### src/rtl/alu_pkg.sv
// Shared ALU definitions: opcode constants, the instruction word layout
// and the sequencer state encoding.
package alu_pkg;

    localparam logic [3:0] OP_NOP    = 4'h0;
    localparam logic [3:0] OP_LOAD   = 4'h1;
    localparam logic [3:0] OP_ADD    = 4'h2;
    localparam logic [3:0] OP_SUB    = 4'h3;
    localparam logic [3:0] OP_ZERO   = 4'h4;
    localparam logic [3:0] OP_ONE    = 4'h5;
    localparam logic [3:0] OP_XOR    = 4'h6;
    localparam logic [3:0] OP_STATUS = 4'hF;

    typedef struct packed {
        logic [3:0] opcode;
        logic [7:0] data;
    } instr_t;

    localparam instr_t NOP_INSTR = '{opcode: OP_NOP, data: 8'h00};

    typedef enum logic [1:0] {
        ST_IDLE,
        ST_RUN,
        ST_DRAIN,
        ST_DONE
    } seq_state_e;

endpackage

### src/rtl/alu_seq_buf.sv
// Program storage for the ALU sequencer: DEPTH x 12-bit instruction words,
// one synchronous write port and one asynchronous read port driven by the
// program counter.
module alu_seq_buf
    import alu_pkg::*;
#(
    parameter int DEPTH = 8,
    localparam int AW = $clog2(DEPTH)
) (
    input  logic          clk,
    input  logic          wr_en_i,
    input  logic [AW-1:0] wr_addr_i,
    input  instr_t        wr_instr_i,
    input  logic [AW-1:0] rd_addr_i,
    output instr_t        rd_instr_o
);

    instr_t mem_q [DEPTH];

    // Store the offered instruction; contents survive reset so a program can be re-run.
    always_ff @(posedge clk) begin
        if (wr_en_i) begin
            mem_q[wr_addr_i] <= wr_instr_i;
        end
    end

    assign rd_instr_o = mem_q[rd_addr_i];

endmodule

### src/rtl/alu_sequencer.sv
// ALU sequencer: buffers a short program from the host and replays it to a
// downstream ALU at one instruction per cycle, then captures the final result.
// Optional feature macro: ALU_SEQ_REPEAT_EN adds rep_count, replaying the
// program rep_count+1 times back-to-back.
module alu_sequencer
    import alu_pkg::*;
#(
    parameter int DEPTH = 8,
    localparam int AW = $clog2(DEPTH),
    localparam int CW = $clog2(DEPTH) + 1
) (
    input  logic          clk,
    input  logic          rst_n,
    input  logic          wr_valid,
    output logic          wr_ready,
    input  logic [3:0]    wr_opcode,
    input  logic [7:0]    wr_data,
    input  logic          clear,
    input  logic          start,
`ifdef ALU_SEQ_REPEAT_EN
    input  logic [3:0]    rep_count,
`endif
    output logic [3:0]    alu_opcode,
    output logic [7:0]    alu_data,
    input  logic [7:0]    alu_result,
    output logic          busy,
    output logic          done,
    output logic [7:0]    result,
    output logic [CW-1:0] count
);

    seq_state_e    state_q, state_d;
    logic [CW-1:0] count_q, count_d;
    logic [CW-1:0] pc_q, pc_d;
    instr_t        alu_q;
    logic [7:0]    result_q;
    instr_t        rdInstr;

    logic startOk;
    logic issue;
    logic lastEntry;
    logic wrap;
    logic wrEn;

`ifdef ALU_SEQ_REPEAT_EN
    logic [3:0] repLeft_q, repLeft_d;
    logic [3:0] repNow;
`endif

    assign startOk   = (state_q == ST_IDLE) && start && (count_q != '0);
    assign issue     = startOk || ((state_q == ST_RUN) && (pc_q != count_q));
    assign lastEntry = (pc_q == (count_q - CW'(1)));
    assign wrEn      = wr_valid && wr_ready && !clear;

`ifdef ALU_SEQ_REPEAT_EN
    assign repNow = startOk ? rep_count : repLeft_q;
    assign wrap   = lastEntry && (repNow != 4'd0);
`else
    assign wrap   = 1'b0;
`endif

    alu_seq_buf #(.DEPTH(DEPTH)) u_buf (
        .clk        (clk),
        .wr_en_i    (wrEn),
        .wr_addr_i  (count_q[AW-1:0]),
        .wr_instr_i ('{opcode: wr_opcode, data: wr_data}),
        .rd_addr_i  (pc_q[AW-1:0]),
        .rd_instr_o (rdInstr)
    );

    // FSM state register.
    always_ff @(posedge clk) begin
        if (!rst_n) begin
            state_q <= ST_IDLE;
        end else begin
            state_q <= state_d;
        end
    end

    // FSM next state: IDLE -> RUN -> DRAIN -> DONE -> IDLE.
    always_comb begin
        state_d = state_q;
        case (state_q)
            ST_IDLE:  if (startOk) state_d = ST_RUN;
            ST_RUN:   if (pc_q == count_q) state_d = ST_DRAIN;
            ST_DRAIN: state_d = ST_DONE;
            ST_DONE:  state_d = ST_IDLE;
            default:  state_d = ST_IDLE;
        endcase
    end

    // FSM outputs: status flags and write handshake.
    always_comb begin
        busy     = (state_q != ST_IDLE);
        done     = (state_q == ST_DONE);
        wr_ready = (state_q == ST_IDLE) && (count_q < CW'(DEPTH));
    end

    // Program counter advance; the counter parks at count once the last pass is issued.
    always_comb begin
        pc_d = pc_q;
`ifdef ALU_SEQ_REPEAT_EN
        repLeft_d = repLeft_q;
`endif
        if (issue) begin
            if (!lastEntry) begin
                pc_d = pc_q + CW'(1);
            end else if (wrap) begin
                pc_d = '0;
            end else begin
                pc_d = count_q;
            end
`ifdef ALU_SEQ_REPEAT_EN
            repLeft_d = wrap ? (repNow - 4'd1) : repNow;
`endif
        end else if (state_q != ST_RUN) begin
            pc_d = '0;
        end
    end

    // Buffer occupancy: clear wins over a write, both only honoured in IDLE.
    always_comb begin
        count_d = count_q;
        if ((state_q == ST_IDLE) && clear) begin
            count_d = '0;
        end else if (wrEn) begin
            count_d = count_q + CW'(1);
        end
    end

    // Datapath registers: issued instruction (nop when idle) and captured result.
    always_ff @(posedge clk) begin
        if (!rst_n) begin
            count_q  <= '0;
            pc_q     <= '0;
            alu_q    <= NOP_INSTR;
            result_q <= 8'h00;
        end else begin
            count_q <= count_d;
            pc_q    <= pc_d;
            alu_q   <= issue ? rdInstr : NOP_INSTR;
            if (state_q == ST_DRAIN) begin
                result_q <= alu_result;
            end
        end
    end

`ifdef ALU_SEQ_REPEAT_EN
    // Remaining repetitions of the program, loaded at start.
    always_ff @(posedge clk) begin
        if (!rst_n) begin
            repLeft_q <= 4'd0;
        end else begin
            repLeft_q <= repLeft_d;
        end
    end
`endif

    assign alu_opcode = alu_q.opcode;
    assign alu_data   = alu_q.data;
    assign result     = result_q;
    assign count      = count_q;

endmodule

### config.mk
export PLATFORM = sky130hd
export DESIGN_NAME = alu_sequencer
export DESIGN_NICKNAME = d
export VERILOG_FILES = /design/src/rtl/alu_pkg.sv /design/src/rtl/alu_seq_buf.sv /design/src/rtl/alu_sequencer.sv
export SDC_FILE = /design/constraint.sdc
export NUM_CORES = 1
export LEC_CHECK = 0
export CAP_MARGIN = 0
export CORE_ASPECT_RATIO = 1.1
export CORE_MARGIN = 3
export CORE_UTILIZATION = 56
export CTS_BUF_LIST = sky130_fd_sc_hd__clkbuf_4 sky130_fd_sc_hd__clkbuf_8 sky130_fd_sc_hd__clkbuf_16
export CTS_CLUSTER_DIAMETER = 50
export DETAILED_ROUTE_END_ITERATION = 16
export PLACE_DENSITY = 0.79
export SLEW_MARGIN = 20
export SYNTH_ARGS = -nofsm -noshare
export SYNTH_HDL_FRONTEND = slang
export SYNTH_HIERARCHICAL = 1
export SYNTH_SLANG_ARGS = --single-unit
export TNS_END_PERCENT = 20
### constraint.sdc
create_clock -name clk -period 3.3 [get_ports clk]
set_clock_uncertainty 0.15 [all_clocks]
set_input_delay 0.66 -clock clk [delete_from_list [all_inputs] [get_ports clk]]
set_output_delay 0.66 -clock clk [all_outputs]
set_load 0.01 [all_outputs]
==> flow_summary.json <==
{
  "synth_area_leaders": "edfxtp_1 (57%), dfxtp_1 (12%), mux4_1 (11%)",
  "grt_pass1_vias": 2708,
  "ys_seq_elements": 126,
  "grt_pass1_wl_mm": 14.7,
  "portBuffers": 51,
  "drt_first_pass_iters": 5,
  "fin_crit_sh_pct": 82.4,
  "placed_cell_area_mm2": 0.00576,
  "cts_buffers": 17,
  "yosys_warnings": 6,
  "cts_setup_buffers": 0,
  "die_w_um": 96.7,
  "ir_drop_v": 0.000401,
  "p_total_mw": 3.96,
  "post_cts_resized": 0,
  "synth.avg_cell_area_um2": 17.8,
  "grt_usage_pct": 19.4,
  "via_count": 2725,
  "fin_util_pct": 73.8,
  "synth_top_area_share_pct": 56.9,
  "synthMuxAreaShare_pct": 17.8,
  "hpwl_mm": 5.63,
  "yosysSeqAreaShare_pct": 68.7,
  "hold_violations": 0,
  "cts_tree": "yes",
  "power.leakage_nw": 2.22,
  "powerDensity_mw_per_mm2": 625,
  "grt_setup_unrepaired": "false",
  "cts.sinks": 126,
  "hold_start": "result[4]",
  "grt_max_degree": 29,
  "grtUsageMet1_pct": 24.6,
  "worstReg2RegStart": "count[0]",
  "setup_viol": 0,
  "critPathCapture": "wr_ready",
  "wl_per_cell_um": 19.4,
  "drv_cap": 0,
  "cts.path.max_buffers": 2,
  "clock.fmax_ghz": 0.368,
  "die_area_mm2": 0.0102,
  "crit_arrival_ps": 1910,
  "timing.rr.end": "pc_q[3]",
  "postCtsHoldBufs": 0,
  "use_met2_pct": 31.2,
  "grt_remaining_overflow": 0,
  "synth-xor-area-share_pct": 1.70,
  "core_mm2": 0.00858,
  "crit_required_ps": 2490,
  "hold_class": "flip-flop to flip-flop",
  "clk_pin_slew_worst_paths_ps": 60,
  "clk_latency_ps": 500,
  "layout-drive-gt1-share_pct": 18.4,
  "ys_types": 35,
  "worst-slew-pin-transition_ps": 539,
  "final_cell_mix": "edfxtp_1 (96), clkdlybuf4s50_1 (51), dfxtp_1 (30)",
  "status": "completed",
  "worstSetupStartpointType": "flip-flop",
  "fin_ws_ps": 579,
  "drv_slew": 0,
  "synth.net_count": 318,
  "antenna_found_initial": 0,
  "synth_edf_count": 96,
  "synth_top_family_by_area": "multiplexers",
  "final_common_cell": "edfxtp_1",
  "register_area_mm2": 0.00348,
  "fillers": 515,
  "n_antenna_cell": 0,
  "synthAdderAreaFrac_pct": 1.98,
  "use_met3_pct": 5.56,
  "multi_input_comb_area_mm2": 0.00150,
  "die_height_um": 106,
  "synth_compound_area_share_pct": 1.23,
  "timing.slew.headroom_pct": 64.1,
  "gp_congestion": 0.726,
  "drc": 0,
  "synth_area_mm2": 0.00507,
  "wl_mm": 9.32,
  "viasPerCell": 5.67,
  "synth_area_leader_cell": "edfxtp_1",
  "synthFlopType": "edfxtp_1",
  "cp-startpoint": "state_q[0]",
  "synthCells": 285,
  "rr_worst_depth": 6,
  "synthArstFlopShare_pct": 0,
  "post-place-ws_ps": 779,
  "htreeDepth": 4,
  "r2r_setup_slack_ps": 780,
  "start_util_pct": 59.0,
  "grt-busiest-layer": "met2",
  "ant_nets": 0,
  "synthSimpleGateAreaFrac_pct": 6.67,
  "drtIter0Drc": 121,
  "crit_path_end_kind": "primary output",
  "crit_path_max_fanout": 4,
  "path_class": "flip-flop to primary output",
  "final.setup.tns_ps": 0,
  "rows": 35,
  "top_level_ports": 52,
  "clock_tree.root_cell": "clkbuf_8",
  "area_delta_synth_final_pct": 25.1,
  "finish.instance_area_mm2": 0.00634,
  "fin_nets": 390,
  "post-route-min-period_ps": 2720
}
## worst max-delay path, cell delays in order (launching register included)
cell and delay, ps:
dfxtp_1 330, inv_1 130, ha_1 230, inv_1 90, nor2_1 90, clkdlybuf4s50_1 540
## routing by layer
| layer | part of all wire [%] | vias up |
|---|---|---|
| li1 | - | 1268 |
| met1 | 43 | 1367 |
| met2 | 51 | 81 |
| met3 | 4.4 | 9 |
| met4 | 1.9 | 0 |
| met5 | 0 | - |
## power breakdown
group	switching (mW)	internal, mW	leakage [nW]
logic	0.219	0.229	0.825
registers	0.0288	1.76	1.11
clock network	0.653	1.07	0.286
## how the worst min path moves through the flow
stage            endpoint  slack, ps  depth (start not counted)
3_3_place_gp    result[3]        330                          2
2_1_floorplan  state_q[1]        370                          2
3_5_place_dp    result[4]        340                          2
4_1_cts         result[4]        350                          2
6_report        result[4]        340                          2
5_1_grt         result[4]        390                          2
## flip-flops by register name (all words and copies together) (netlist names)
| signal | count |
|---|---|
| alu_opcode | 4 |
| result | 8 |
| state_q | 2 |
| alu_data | 8 |
| count | 4 |
| u_buf/mem_q | 96 |
| pc_q | 4 |
## synthesized netlist by cell type (5+ instances only)
| cell | instances |
|---|---|
| clkbuf_1 | 7 |
| mux2_2 | 12 |
| mux4_1 | 21 |
| edfxtp_1 | 96 |
| ha_1 | 8 |
| xnor2_1 | 7 |
| nand2_1 | 8 |
| dfxtp_1 | 30 |
| inv_1 | 6 |
| mux2i_1 | 13 |
| and3_1 | 12 |
| nor2_1 | 25 |
| nor3_1 | 5 |
## kinds of logic (layout without fill, tap and decap cells)
kind of cell | Yosys count | in the layout
simple gates | 65 | 65
compound gates | 8 | 8
fa+ha+maj | 8 | 8
buf+inv | 19 | 104
xor+xnor | 9 | 9
flops | 126 | 126
mux | 50 | 50
## area by class of cell
cell class              count  share of cell area (%)
multi-input cells         140                    23.6
clock inverters            10                    1.18
clock buffers              22                    7.88
repair buffers             66                    9.83
well taps                 111                    2.19
flip-flops and latches    126                    55.0
inverters                   6                   0.355
## per-stage QoR
step / hold WS (ps) / cells
4_1_cts: 352 / 481
6_report: 344 / 481
3_3_place_gp: 326 / 449
3_5_place_dp: 340 / 449
2_1_floorplan: 368 / 285
5_1_grt: 386 / 481
(Power assumes the default switching activity.)
==> variant, RTL diff (config.mk and constraints unchanged) <==
Put one more register stage on the output `count`, cleared by the reset. The value now appears one clock later. The other outputs are not delayed to match.
--- a/src/rtl/alu_sequencer.sv
+++ b/src/rtl/alu_sequencer.sv
@@ -160,5 +160,11 @@
     assign alu_data   = alu_q.data;
     assign result     = result_q;
-    assign count      = count_q;
+    always_ff @(posedge clk) begin
+        if (!rst_n) begin
+            count <= '0;
+        end else begin
+            count <= count_q;
+        end
+    end
 
 endmodule
Behaviour: not the same (Yosys sat finds a counterexample within 4 cycles, from zero or initial values and one cycle with rst_n low).
==> variant against the unedited design <==
- setup slack worse by 0.078 ns
- largest power group unchanged
- synthesized area rose by 3.4%
- largest cell class unchanged
- combinational power up 2%
- highest routed layer unchanged
- final area increased by 2.1%
- routed wire length is 6.0% higher
- power up 1.2%
- critical path type unchanged
- sequential cell count increased by 4
==> variant: results (changes against the unedited design) <==
- Fill cells: 538 (was 515)
- Fin nets: 403 (was 390)
- Layout cells sized above 1: 17.2% (was 18.4%)
- Crit-path max cell delay: 0.53 ns
- Slew margin rel.: 62.3% (was 64.1%)
- CTS max path bufs: 2 (unchanged)
- CP delay by family, top: buffers and inverters (unchanged)
- Vias in the first global route: 2,939 (was 2,708)
- M2 GR Usage: 34.2% (was 31.2%)
- Final wirelength: 9880 µm (was 9320 µm)
- Hold Startpoint: result[6]$_SDFFE_PN0P_ (was result[4]$_SDFFE_PN0P_)
- Worst reg-to-reg setup slack: 0.79 ns
- Crit path setup slack, layout: 0.501 ns (was 0.579 ns)
- Routed WL per cell: 19.9 µm (was 19.4 µm)
- Hold Crit Endpoint: result[6]$_SDFFE_PN0P_ (was result[4]$_SDFFE_PN0P_)
- Met3 track demand over resource: 5.96% (was 5.56%)
- Grt met1 use: 25.3% (was 24.6%)
- Leakage dissipation: 2.23 nW (was 2.22 nW)
- Routed vias: 2,826 (was 2,725)
- Status: finished, final reports clean (unchanged)
- Drt pass-1 iters: 6 (was 5)
- Max reg flops: 96 (unchanged)
- Peak VDD IR: 0.000458 V (was 0.000401 V)
- Initial DRC Count: 202 (was 121)
- Worst EP arrival: 1.99 ns (was 1.91 ns)
- EDFF count, synth: 96 (unchanged)
- Worst-Skew Late Latency: 0.52 ns (was 0.50 ns)
- Post-synth top cells: edfxtp_1, dfxtp_1, mux4_1 (was edfxtp_1, dfxtp_1, nor2_1)
- GP Congestion: 0.805 (was 0.726)
- Syn nets: 331 (was 318)
- CP Max Fanout: 5 (was 4)
- Total track usage: 20.4% (was 19.4%)
- Top cells by area, synth: edfxtp_1, dfxtp_1, mux4_1 (unchanged)
- Inst Count DP: 465 (was 449)
- Pin count of the biggest net entering global routing: 26 (was 29)
- Reg-to-reg endpoint: pc_q[2]$_SDFFE_PN0P_ (was pc_q[3]$_SDFFE_PN0P_)
- Netlist cell types: 42 (was 35)
- Seq/Total Area, Yosys: 68.0% (was 68.7%)
- First-pass GRT wire length: 15,800 µm (was 14,700 µm)
- Worst reg2reg path depth: 7 (was 6)
- R2r startpoint: count_q[1]$_SDFFE_PP0P_ (was count[0]$_SDFFE_PP0P_)
- Avg Cell Area, Syn: 17.6 µm² (was 17.8 µm²)
==> variant: cell count changes after synthesis, moves of 3 or more <==
cell / change
and3_1: -11
xnor2_1: -3
nor2_1: -13
mux2i_1: -3
nor2b_1: +9
dfxtp_1: +4
and2_1: +12
xor2_1: +4
==> variant: metrics by stage <==
stage | util [%] | hold WS, ns | instance area (µm²)
4_1_cts | 72.2 | 0.376 | 6470
3_5_place_dp | 66.1 | 0.358 | 5920
2_1_floorplan | - | 0.355 | 5240
5_1_grt | 72.2 | 0.413 | 6470
6_report | 72.2 | 0.368 | 6470
3_3_place_gp | 66.1 | 0.346 | 5920
==> variant: report_power, final <==
part           switching (W)  internal, W  leakage [nW]
registers          0.0000321      0.00181          1.14
clock network       0.000692      0.00101         0.260
logic               0.000223     0.000235         0.829
total               0.000947      0.00306          2.23
==> variant: worst max path at each step <==
stage / start / slack [ns] / endpoint / cells after the start
global placement: wr_valid / 0.79 / u_buf/mem_q[2][2]$_DFFE_PP_ / 7
global route: state_q[0]$_SDFFE_PN0P_ / 0.39 / wr_ready / 5
detailed placement: wr_valid / 0.79 / u_buf/mem_q[4][9]$_DFFE_PP_ / 7
CTS: state_q[0]$_SDFFE_PN0P_ / 0.50 / wr_ready / 5
finish: state_q[0]$_SDFFE_PN0P_ / 0.50 / wr_ready / 5
floorplan: wr_valid / 0.57 / u_buf/mem_q[4][0]$_DFFE_PP_ / 4
==> variant: routing by layer <==
layer / vias to the layer above / wire length [µm]
li1: 1298 / -
met2: 84 / 5130
met1: 1429 / 4070
met5: - / 0
met4: 0 / 152
met3: 15 / 530
==> variant: logic make-up after synthesis <==
family	count (synthesis)	synth area share (%)
flip-flops	130	68.0
AND/OR/NAND/NOR	65	6.81
multiplexers	46	16.3
buffers and inverters	22	2.27
AO/OA/AOI/OAI	16	2.41
XOR/XNOR	11	2.25
adder cells (fa/ha/maj)	8	1.91
==> variant: cell type report <==
cell class	count	area share (%)
sequential	130	55.0
timing repair buffer	67	9.74
multi-input combinational	146	24.0
tap	114	2.20
inverter	8	0.464
clock inverter	14	2.01
clock buffer	18	6.51
==> variant: worst reg2reg max path, cell delays in order, from the launching register on <==
cell and delay, ns:
dfxtp_1 0.56, inv_1 0.13, ha_1 0.32, xor2_1 0.19, nand2_1 0.12, or4_1 0.42
a32o_1 0.28, a22o_1 0.22
